## config.mk

```make
export PLATFORM = sky130hd
export DESIGN_NAME = id_ex_pipe
export DESIGN_NICKNAME = d
export VERILOG_FILES = /design/src/rtl/zeptron_pkg.sv /design/src/rtl/id_ex_pipe.sv
export SDC_FILE = /design/constraint.sdc
export NUM_CORES = 1
export LEC_CHECK = 0
export CORE_ASPECT_RATIO = 0.9
export CORE_MARGIN = 2
export CORE_UTILIZATION = 45
export CTS_CLUSTER_DIAMETER = 30
export DETAILED_ROUTE_END_ITERATION = 12
export PLACE_DENSITY_LB_ADDON = 0.2
export RECOVER_POWER = 25
export SYNTH_ARGS = -nofsm -noshare
export SYNTH_HDL_FRONTEND = slang
export SYNTH_SLANG_ARGS = --single-unit
```

## constraint.sdc

```tcl
create_clock -name clk -period 13.55 [get_ports clk]
set_clock_uncertainty 0.1 [all_clocks]
set_input_delay 2.0325 -clock clk [delete_from_list [all_inputs] [get_ports clk]]
set_output_delay 2.0325 -clock clk [all_outputs]
set_load 0.01 [all_outputs]
```

## src/rtl/zeptron_pkg.sv

```systemverilog
// Shared types for the Zeptron decode->execute boundary.
//   ctrl_t       : decoded control bundle carried down the pipe
//   CTRL_BUBBLE  : all-zero control word (no regfile write, no store, no branch/jump)
//   pipe_state_e : occupancy of the two-entry id/ex pipeline register
package zeptron_pkg;

    localparam int ALU_OP_W      = 4;
    localparam int ALU_SRCA_W    = 2;
    localparam int IMMG_OP_W     = 3;
    localparam int MEM_D_WDSRC_W = 2;
    localparam int DATAOUT_SRC_W = 2;
    localparam int BJ_OP_W       = 4;

    typedef struct packed {
        logic [ALU_OP_W-1:0]      alu_op;
        logic [ALU_SRCA_W-1:0]    alu_srca;
        logic                     alu_srcb;
        logic [IMMG_OP_W-1:0]     immg_op;
        logic [MEM_D_WDSRC_W-1:0] mem_d_wdsrc;
        logic                     mem_d_we;
        logic [DATAOUT_SRC_W-1:0] dataout_src;
        logic                     reg_we;
        logic [BJ_OP_W-1:0]       bj_op;
    } ctrl_t;

    localparam ctrl_t CTRL_BUBBLE = '0;

    typedef enum logic [1:0] {
        EMPTY = 2'd0,   // output invalid, skid empty
        FULL  = 2'd1,   // output valid, skid empty
        SKID  = 2'd2    // output valid, skid holds the younger entry
    } pipe_state_e;

endpackage

```

## src/rtl/id_ex_pipe.sv

```systemverilog
// Decode->execute pipeline register with a two-entry skid buffer.
// Handshake: a transfer happens on a rising edge where valid and ready are
// both high; the sender holds its payload stable until that edge, and the
// receiver may not depend on valid to produce ready.
// Ports:
//   clk, rst            clock, asynchronous active-high reset
//   flush               kill every held entry (redirect from execute)
//   id_valid/id_ready   decode-side handshake; id_ready comes from a flop
//   id_ctrl..id_rd      decoded instruction payload
//   ex_valid/ex_ready   execute-side handshake
//   ex_ctrl..ex_rd      registered payload; ex_ctrl forced to bubble when invalid
//   dbg_state           current occupancy state, for observation only
module id_ex_pipe
    import zeptron_pkg::*;
#(
    parameter int XLEN     = 32,
    parameter int REGIDX_W = 5
) (
    input  logic                clk,
    input  logic                rst,
    input  logic                flush,
    input  logic                id_valid,
    output logic                id_ready,
    input  ctrl_t               id_ctrl,
    input  logic [XLEN-1:0]     id_pc,
    input  logic [XLEN-1:0]     id_rs1_data,
    input  logic [XLEN-1:0]     id_rs2_data,
    input  logic [XLEN-1:0]     id_imm,
    input  logic [REGIDX_W-1:0] id_rd,
    output logic                ex_valid,
    input  logic                ex_ready,
    output ctrl_t               ex_ctrl,
    output logic [XLEN-1:0]     ex_pc,
    output logic [XLEN-1:0]     ex_rs1_data,
    output logic [XLEN-1:0]     ex_rs2_data,
    output logic [XLEN-1:0]     ex_imm,
    output logic [REGIDX_W-1:0] ex_rd,
    output pipe_state_e         dbg_state
);

    typedef struct packed {
        ctrl_t                ctrl;
        logic [XLEN-1:0]      pc;
        logic [XLEN-1:0]      rs1;
        logic [XLEN-1:0]      rs2;
        logic [XLEN-1:0]      imm;
        logic [REGIDX_W-1:0]  rd;
    } entry_t;

    pipe_state_e state_q, state_d;
    entry_t      out_q, skid_q, in_entry;
    logic        id_ready_q;
    logic        accept, emit;
    logic        load_out_in, load_out_skid, load_skid;

    assign in_entry = '{ctrl: id_ctrl, pc: id_pc, rs1: id_rs1_data,
                        rs2: id_rs2_data, imm: id_imm, rd: id_rd};

    assign accept = id_valid & id_ready_q;
    assign emit   = (state_q != EMPTY) & ex_ready;

    always_comb begin
        state_d       = state_q;
        load_out_in   = 1'b0;
        load_out_skid = 1'b0;
        load_skid     = 1'b0;
        if (flush) begin
            // Redirect wins over everything; whatever decode offers now is dropped.
            state_d = EMPTY;
        end else begin
            case (state_q)
                EMPTY: begin
                    if (accept) begin
                        load_out_in = 1'b1;
                        state_d     = FULL;
                    end
                end
                FULL: begin
                    if (accept && emit) begin
                        load_out_in = 1'b1;
                    end else if (accept) begin
                        load_skid = 1'b1;
                        state_d   = SKID;
                    end else if (emit) begin
                        state_d = EMPTY;
                    end
                end
                SKID: begin
                    // id_ready is low here, so no accept can occur.
                    if (emit) begin
                        load_out_skid = 1'b1;
                        state_d       = FULL;
                    end
                end
                default: state_d = EMPTY;
            endcase
        end
    end

    always_ff @(posedge clk or posedge rst) begin
        if (rst) begin
            state_q    <= EMPTY;
            id_ready_q <= 1'b1;
            out_q      <= '0;
            skid_q     <= '0;
        end else begin
            state_q    <= state_d;
            // Registered copy of (state != SKID) keeps id_ready off any comb path.
            id_ready_q <= (state_d != SKID);
            if (load_out_in) begin
                out_q <= in_entry;
            end else if (load_out_skid) begin
                out_q <= skid_q;
            end
            if (load_skid) begin
                skid_q <= in_entry;
            end
        end
    end

    assign id_ready    = id_ready_q;
    assign ex_valid    = (state_q != EMPTY);
    assign ex_ctrl     = ex_valid ? out_q.ctrl : CTRL_BUBBLE;
    assign ex_pc       = out_q.pc;
    assign ex_rs1_data = out_q.rs1;
    assign ex_rs2_data = out_q.rs2;
    assign ex_imm      = out_q.imm;
    assign ex_rd       = out_q.rd;
    assign dbg_state   = state_q;

endmodule

```

==> impl_metrics.yaml, run 1 <==
status:
  status: "finished, violations left"
  violations: "capacitance limit, slew limit"
worst_hold_path:
  hold_path.class: "flop to flop"
flow_run:
  cap_violations: 2
power_and_ir_drop:
  peakVddDrop_mv: 0.0987
  pwr-share-comb_pct: 19.3
  p_leak_nw: 8.36
  swShare_pct: 24.2
  clockPowerShare_pct: 44.7
  power_density_mw_per_mm2: 184
  power.switching_mw: 0.867
  p_int_mw: 2.71
  p_seq_share_pct: 36.0
cts:
  post_cts_buffers: 0
  insertion_delay_ps: 550
  cts_made_buffers: 67
  cts_buffer_depth: 3
  ctsResizeCount: 0
  cts_tree: "built"
  htree_levels: 3
  root_buffer: "clkbuf_16"
  clk_pin_slew_ps: 40
  ctsHoldBuffers: 0
  cts_sinks: 309
placed_design:
  hpwl_mm: 19.8
  io_buffers: 314
  gp_congestion: 0.731
routing:
  wl_per_cell_um: 18.7
  wirelength_mm: 31.2
  drtPass1Iterations: 4
  viasPerCell: 4.95
  route.antenna.remaining_nets: 0
  drt_iter0_markers: 256
  drc_errors: 0
  vias: 8264
sta:
  worst_pin_slew_ps: 4300
  finalHoldViolCount: 0
  fin_tns_setup_ps: 0
  slew_violations: 141
  post-route-period-util_pct: 48.7
  setup_viol: 0
  period_minus_slack_ps: 6600
  rsz0062_at_grt: "false"
  clock.fmax_ghz: 0.152
  relSlewSlack_pct: -188
die:
  ioPinCount: 315
  die_height_um: 176
  start_util_pct: 46.0
  die_x_um: 195
  core_area_mm2: 0.0321
  num_rows: 62
  die_area_mm2: 0.0343
yosys:
  yosys-mux-area-fraction_pct: 36.8
  synth-seq-cells: 309
  synthArstFlopShare_pct: 100
  synth_compound_area_share_pct: 0.195
  synth_cell_types: 21
  ys_warn_count: 0
  synthFlopType: "dfrtp_1"
  synth_adder_area_share_pct: 0
  synth_cells: 991
  synthMostInstantiatedCell: "mux2_2"
  synth_edf_count: 0
  yosysTopAreaCellShare_pct: 52.2
  ys_seq_area_share_pct: 52.3
  synth-xor-area-share_pct: 0.0593
  synth_top_family_by_area: "multiplexers"
  syn_nets: 1149
  synth_area_leaders: "dfrtp_1, mux2_2, buf_4"
  synth_commonest_cells: "mux2_2, dfrtp_1, buf_4"
  synth_area_leader_cell: "dfrtp_1"
  avgSynthCellArea_um2: 14.9
  synth.cell_area_mm2: 0.0148
  synthSimpleGateAreaFrac_pct: 1.24
grt:
  grt_pass1_wl_mm: 49.9
  antenna_found_initial: 3
  first_global_vias: 9156
  grt_max_degree: 97
  grt_overflow_total: 0
  track_usage_pct: 18.3
final_layout:
  regArea_mm2: 0.00773
  multi_input_area_mm2: 0.00566
  area_growth_pct: 31.6
  final_nets: 1358
  drive_above_1_share_pct: 45.5
  fillers: 2496
  final_core_util_pct: 60.5
worst_setup_path:
  timing_worst_setup_path_type: "primary input to async pin"
  critical_path.max_fanout: 96
  cp_data_arrival_time_ps: 7000
  critPathLaunchType: "primary input"
  required_ps: 13950
  crit_path_end_kind: "async pin"
==> routing by layer <==
metal,global-route usage (%),part of all wire [%],up-vias,wire [um]
met2,28.4,45,250,14100
li1,-,-,3806,-
met3,7.14,8.1,54,2530
met1,23.7,45,4152,14000
met5,0,0.042,-,13
met4,6.08,1.9,2,582
==> worst paths after layout <==
| check | from | endpoint | slack [ps] | cells after the start |
|---|---|---|---|---|
| setup / recovery | rst | skid_q[106]$_DFFE_PP0P_ | 6950 | 4 |
| hold / removal | skid_q[120]$_DFFE_PP0P_ | skid_q[120]$_DFFE_PP0P_ | 380 | 1 |
| setup reg to reg | dbg_state[1]$_DFF_PP0_ | ex_imm[18]$_DFFE_PP0P_ | 9590 | 4 |
| hold reg to reg | skid_q[120]$_DFFE_PP0P_ | skid_q[120]$_DFFE_PP0P_ | 380 | 1 |
| max in group clk | ex_ready | ex_imm[18]$_DFFE_PP0P_ | 8030 | 5 |
| min in group asynchronous | rst | ex_imm[27]$_DFFE_PP0P_ | 3150 | 2 |
==> logic make-up after synthesis <==
logic type / after synthesis
mux: 459
flops: 309
buf+inv: 189
compound gates: 4
simple gates: 29
xor+xnor: 1
==> cell type report <==
class | count | share of cell area (%)
Clock inverter | 38 | 2.08
Sequential cell | 309 | 39.8
Inverter | 4 | 0.0837
Timing Repair Buffer | 325 | 16.6
Clock buffer | 83 | 9.66
Antenna cell | 1 | 0.0129
Multi-Input combinational cell | 493 | 29.1
Tap cell | 416 | 2.68
==> layout by cell type, fill, tap and decap left out, drive strengths merged <==
cell and n:
or3 1, buf 11, mux2 459, nand2 3, diode 1, nand2b 2, a211o 1, bufinv 5
xnor2 1, a21oi 1, a211oi 2, dlygate4sd3 57, clkdlybuf4s50 257, dfstp 1, nor2b 20, clkinvlp 8
clkbuf 83, inv 13, dfrtp 308, and4bb 2, nor2 1, clkinv 16
==> worst max-delay path: stages <==
cell	delay (ps)
dlygate4sd3_1	550
clkinvlp_2	2390
buf_4	1010
buf_4	910
==> registers in the layout, indices dropped and copies added (netlist names) <==
| name | flops |
|---|---|
| dbg_state | 2 |
| skid_q | 153 |
| id_ready | 1 |
| ex_pc | 32 |
| out_q | 20 |
| ex_imm | 32 |
| ex_rs1_data | 32 |
| ex_rs2_data | 32 |
| ex_rd | 5 |
==> stage by stage <==
step	hold WS [ps]	power, mW	area (um2)	worst slack, ps	instances
after global routing	405	3.75	19400	6020	1668
after global placement	369	1.99	17200	7980	1547
final	384	3.58	19400	6950	1669
after detailed placement	376	2.01	17200	7940	1547
after floorplan	359	1.80	14800	2870	991
after CTS	387	3.65	19500	8520	1668
==> power groups by stage <==
| stage | registers [mW] | logic [mW] | clock network [mW] |
|---|---|---|---|
| global placement | 1.29 | 0.694 | 0 |
| floorplan | 1.26 | 0.538 | 0 |
| detailed placement | 1.30 | 0.710 | 0 |
| finish | 1.29 | 0.690 | 1.60 |
| global route | 1.32 | 0.745 | 1.69 |
| CTS | 1.29 | 0.715 | 1.64 |
(Power assumes the default switching activity.)
==> run 2: changes to the inputs <==
==> constraint.sdc (replaced) <==
create_clock -name clk -period 6.91 [get_ports clk]
set_clock_uncertainty 0.1 [all_clocks]
set_input_delay 1.0365 -clock clk [delete_from_list [all_inputs] [get_ports clk]]
set_output_delay 1.0365 -clock clk [all_outputs]
set_load 0.01 [all_outputs]
==> run 2 against run 1 <==
The flow still finishes with violations (capacitance limit, slew limit). Die area is the same. Register-to-register slack lost 5600 ps. Sequential power grew 95%. Core utilization grew 0.83 points. Setup slack lost 4300 ps. Clock-buffer cell count grew 19. Worst hold slack lost 2.7 ps. Sequential share of layout area shrank 0.54 points. Cell area grew 1.4%. Clock power grew 110%. Critical endpoint is now ex_rs1_data[26]$_DFFE_PP0P_.
==> impl_metrics.yaml, run 2 (synthesis gave the netlist of run 1 again) <==
final_layout:
  area_growth_pct: 33.3
  final_cell_mix: "mux2_2, dfrtp_1, clkdlybuf4s50_1, dlygate4sd3_1, clkbuf_16"
  largest-register: "skid_q"
  largest_reg_flops: 153
  layout_commonest_cell: "mux2_2"
  drive_above_1_share_pct: 45.2
  final_nets: 1363
power_and_ir_drop:
  peakVddDrop_mv: 0.225
  power_density_mw_per_mm2: 370
  p_leak_nw: 8.52
  power.total_mw: 7.28
worst_setup_path:
  crit_slowest_cell: "clkbuf_1"
  path_cells: "dlygate4sd3_1 > clkinvlp_2 > clkbuf_1"
  timing_worst_setup_path_type: "primary input to async pin"
  required_ps: 7050
  critPathLaunchType: "primary input"
  max_stage_delay_ps: 1530
  critical_path.max_fanout: 44
  crit_path_end_kind: "async pin"
  path_buf_inv: 3
  path_delay_family: "buffers and inverters"
  cp_data_arrival_time_ps: 4390
sta:
  fin_hold_ws_ps: 381
  period_minus_slack_ps: 4250
  clock.fmax_ghz: 0.235
  fin_tns_setup_ps: 0
  setup_viol: 0
  relSlewSlack_pct: -44.2
  post-route-period-util_pct: 61.5
  finalHoldViolCount: 0
  rsz0062_at_grt: "false"
  worst_pin_slew_ps: 2150
  slew_violations: 82
cts:
  ctsResizeCount: 0
  cts_tree: "built"
  post_cts_buffers: 0
  insertion_delay_ps: 540
  cts_buffer_depth: 3
  cts_made_buffers: 74
  ctsHoldBuffers: 0
  clk_pin_slew_ps: 40
  htree_levels: 3
  cts_sinks: 309
  root_buffer: "clkbuf_16"
routing:
  vias: 8259
  wl_per_cell_um: 18.7
  wirelength_mm: 31.2
  route.antenna.remaining_nets: 0
  drc_errors: 0
  drtPass1Iterations: 4
  drt_iter0_markers: 338
  viasPerCell: 4.94
grt:
  antenna_found_initial: 1
  first_global_vias: 9080
  grt_pass1_wl_mm: 50.1
  grt_max_degree: 165
  grt_overflow_total: 0
  track_usage_pct: 18.5
die:
  ioPinCount: 315
  core_area_mm2: 0.0321
  start_util_pct: 46.0
  die_height_um: 176
  die_area_mm2: 0.0343
  die_x_um: 195
  num_rows: 62
placed_design:
  gp_congestion: 0.729
  io_buffers: 314
  hpwl_mm: 19.4
status:
  status: "finished, violations left"
  violations: "capacitance limit, slew limit"
flow_run:
  cap_violations: 2
worst_hold_path:
  hold_path.class: "flop to flop"
-- run 2: changes by cell type in the layout (fill, tap and decap cells not counted), sizes merged --
cell           change
inv                -8
clkinv             -3
dlygate4sd3       +58
clkdlybuf4s50     -58
clkinvlp           -5
clkbuf            +20
buf                -3
bufinv             +3
-- run 2: layer usage --
metal / GRT usage (%) / wire (um) / vias to the layer above
met5: 0 / 13 / -
met4: 6.77 / 767 / 2
met3: 7.62 / 2770 / 67
met2: 27.9 / 14000 / 256
met1: 23.9 / 13700 / 4109
li1: - / - / 3825
-- run 2: worst paths after layout --
| path | to | startpoint | depth (start not counted) | slack (ps) |
|---|---|---|---|---|
| setup reg to reg | ex_rs1_data[5]$_DFFE_PP0P_ | dbg_state[0]$_DFF_PP0_ | 4 | 3990 |
| hold / removal | skid_q[147]$_DFFE_PP0P_ | skid_q[147]$_DFFE_PP0P_ | 1 | 380 |
| min in group asynchronous | skid_q[45]$_DFFE_PP0P_ | rst | 2 | 1420 |
| max in group clk | ex_ctrl[8] | dbg_state[1]$_DFF_PP0_ | 3 | 3200 |
| hold reg to reg | skid_q[147]$_DFFE_PP0P_ | skid_q[147]$_DFFE_PP0P_ | 1 | 380 |
| setup / recovery | ex_rs1_data[26]$_DFFE_PP0P_ | rst | 3 | 2660 |
-- run 2: final cells by class --
| type | count | area (um2) |
|---|---|---|
| diodes | 1 | 2.50 |
| clock buffers | 102 | 2160 |
| clock inverters | 25 | 338 |
| fillers | 2471 | 12400 |
| inverters | 4 | 16.3 |
| multi-input cells | 493 | 5670 |
| flip-flops and latches | 309 | 7730 |
| well taps | 416 | 520 |
| repair buffers | 323 | 3260 |
-- run 2: where the power goes --
group          switching (mW)  total (mW)  internal [mW]
registers               0.226        2.52           2.29
clock network           0.992        3.44           2.44
logic                   0.450        1.33          0.880
-- run 2: per-stage QoR --
step / utilization [%] / instances / setup slack, ps / cell area (um2)
CTS: 61.4 / 1672 / 3070 / 19700
global route: 61.3 / 1672 / 1870 / 19700
floorplan: - / 991 / 1660 / 14800
global placement: 53.6 / 1545 / 2970 / 17200
finish: 61.3 / 1673 / 2660 / 19700
detailed placement: 53.6 / 1545 / 2960 / 17200
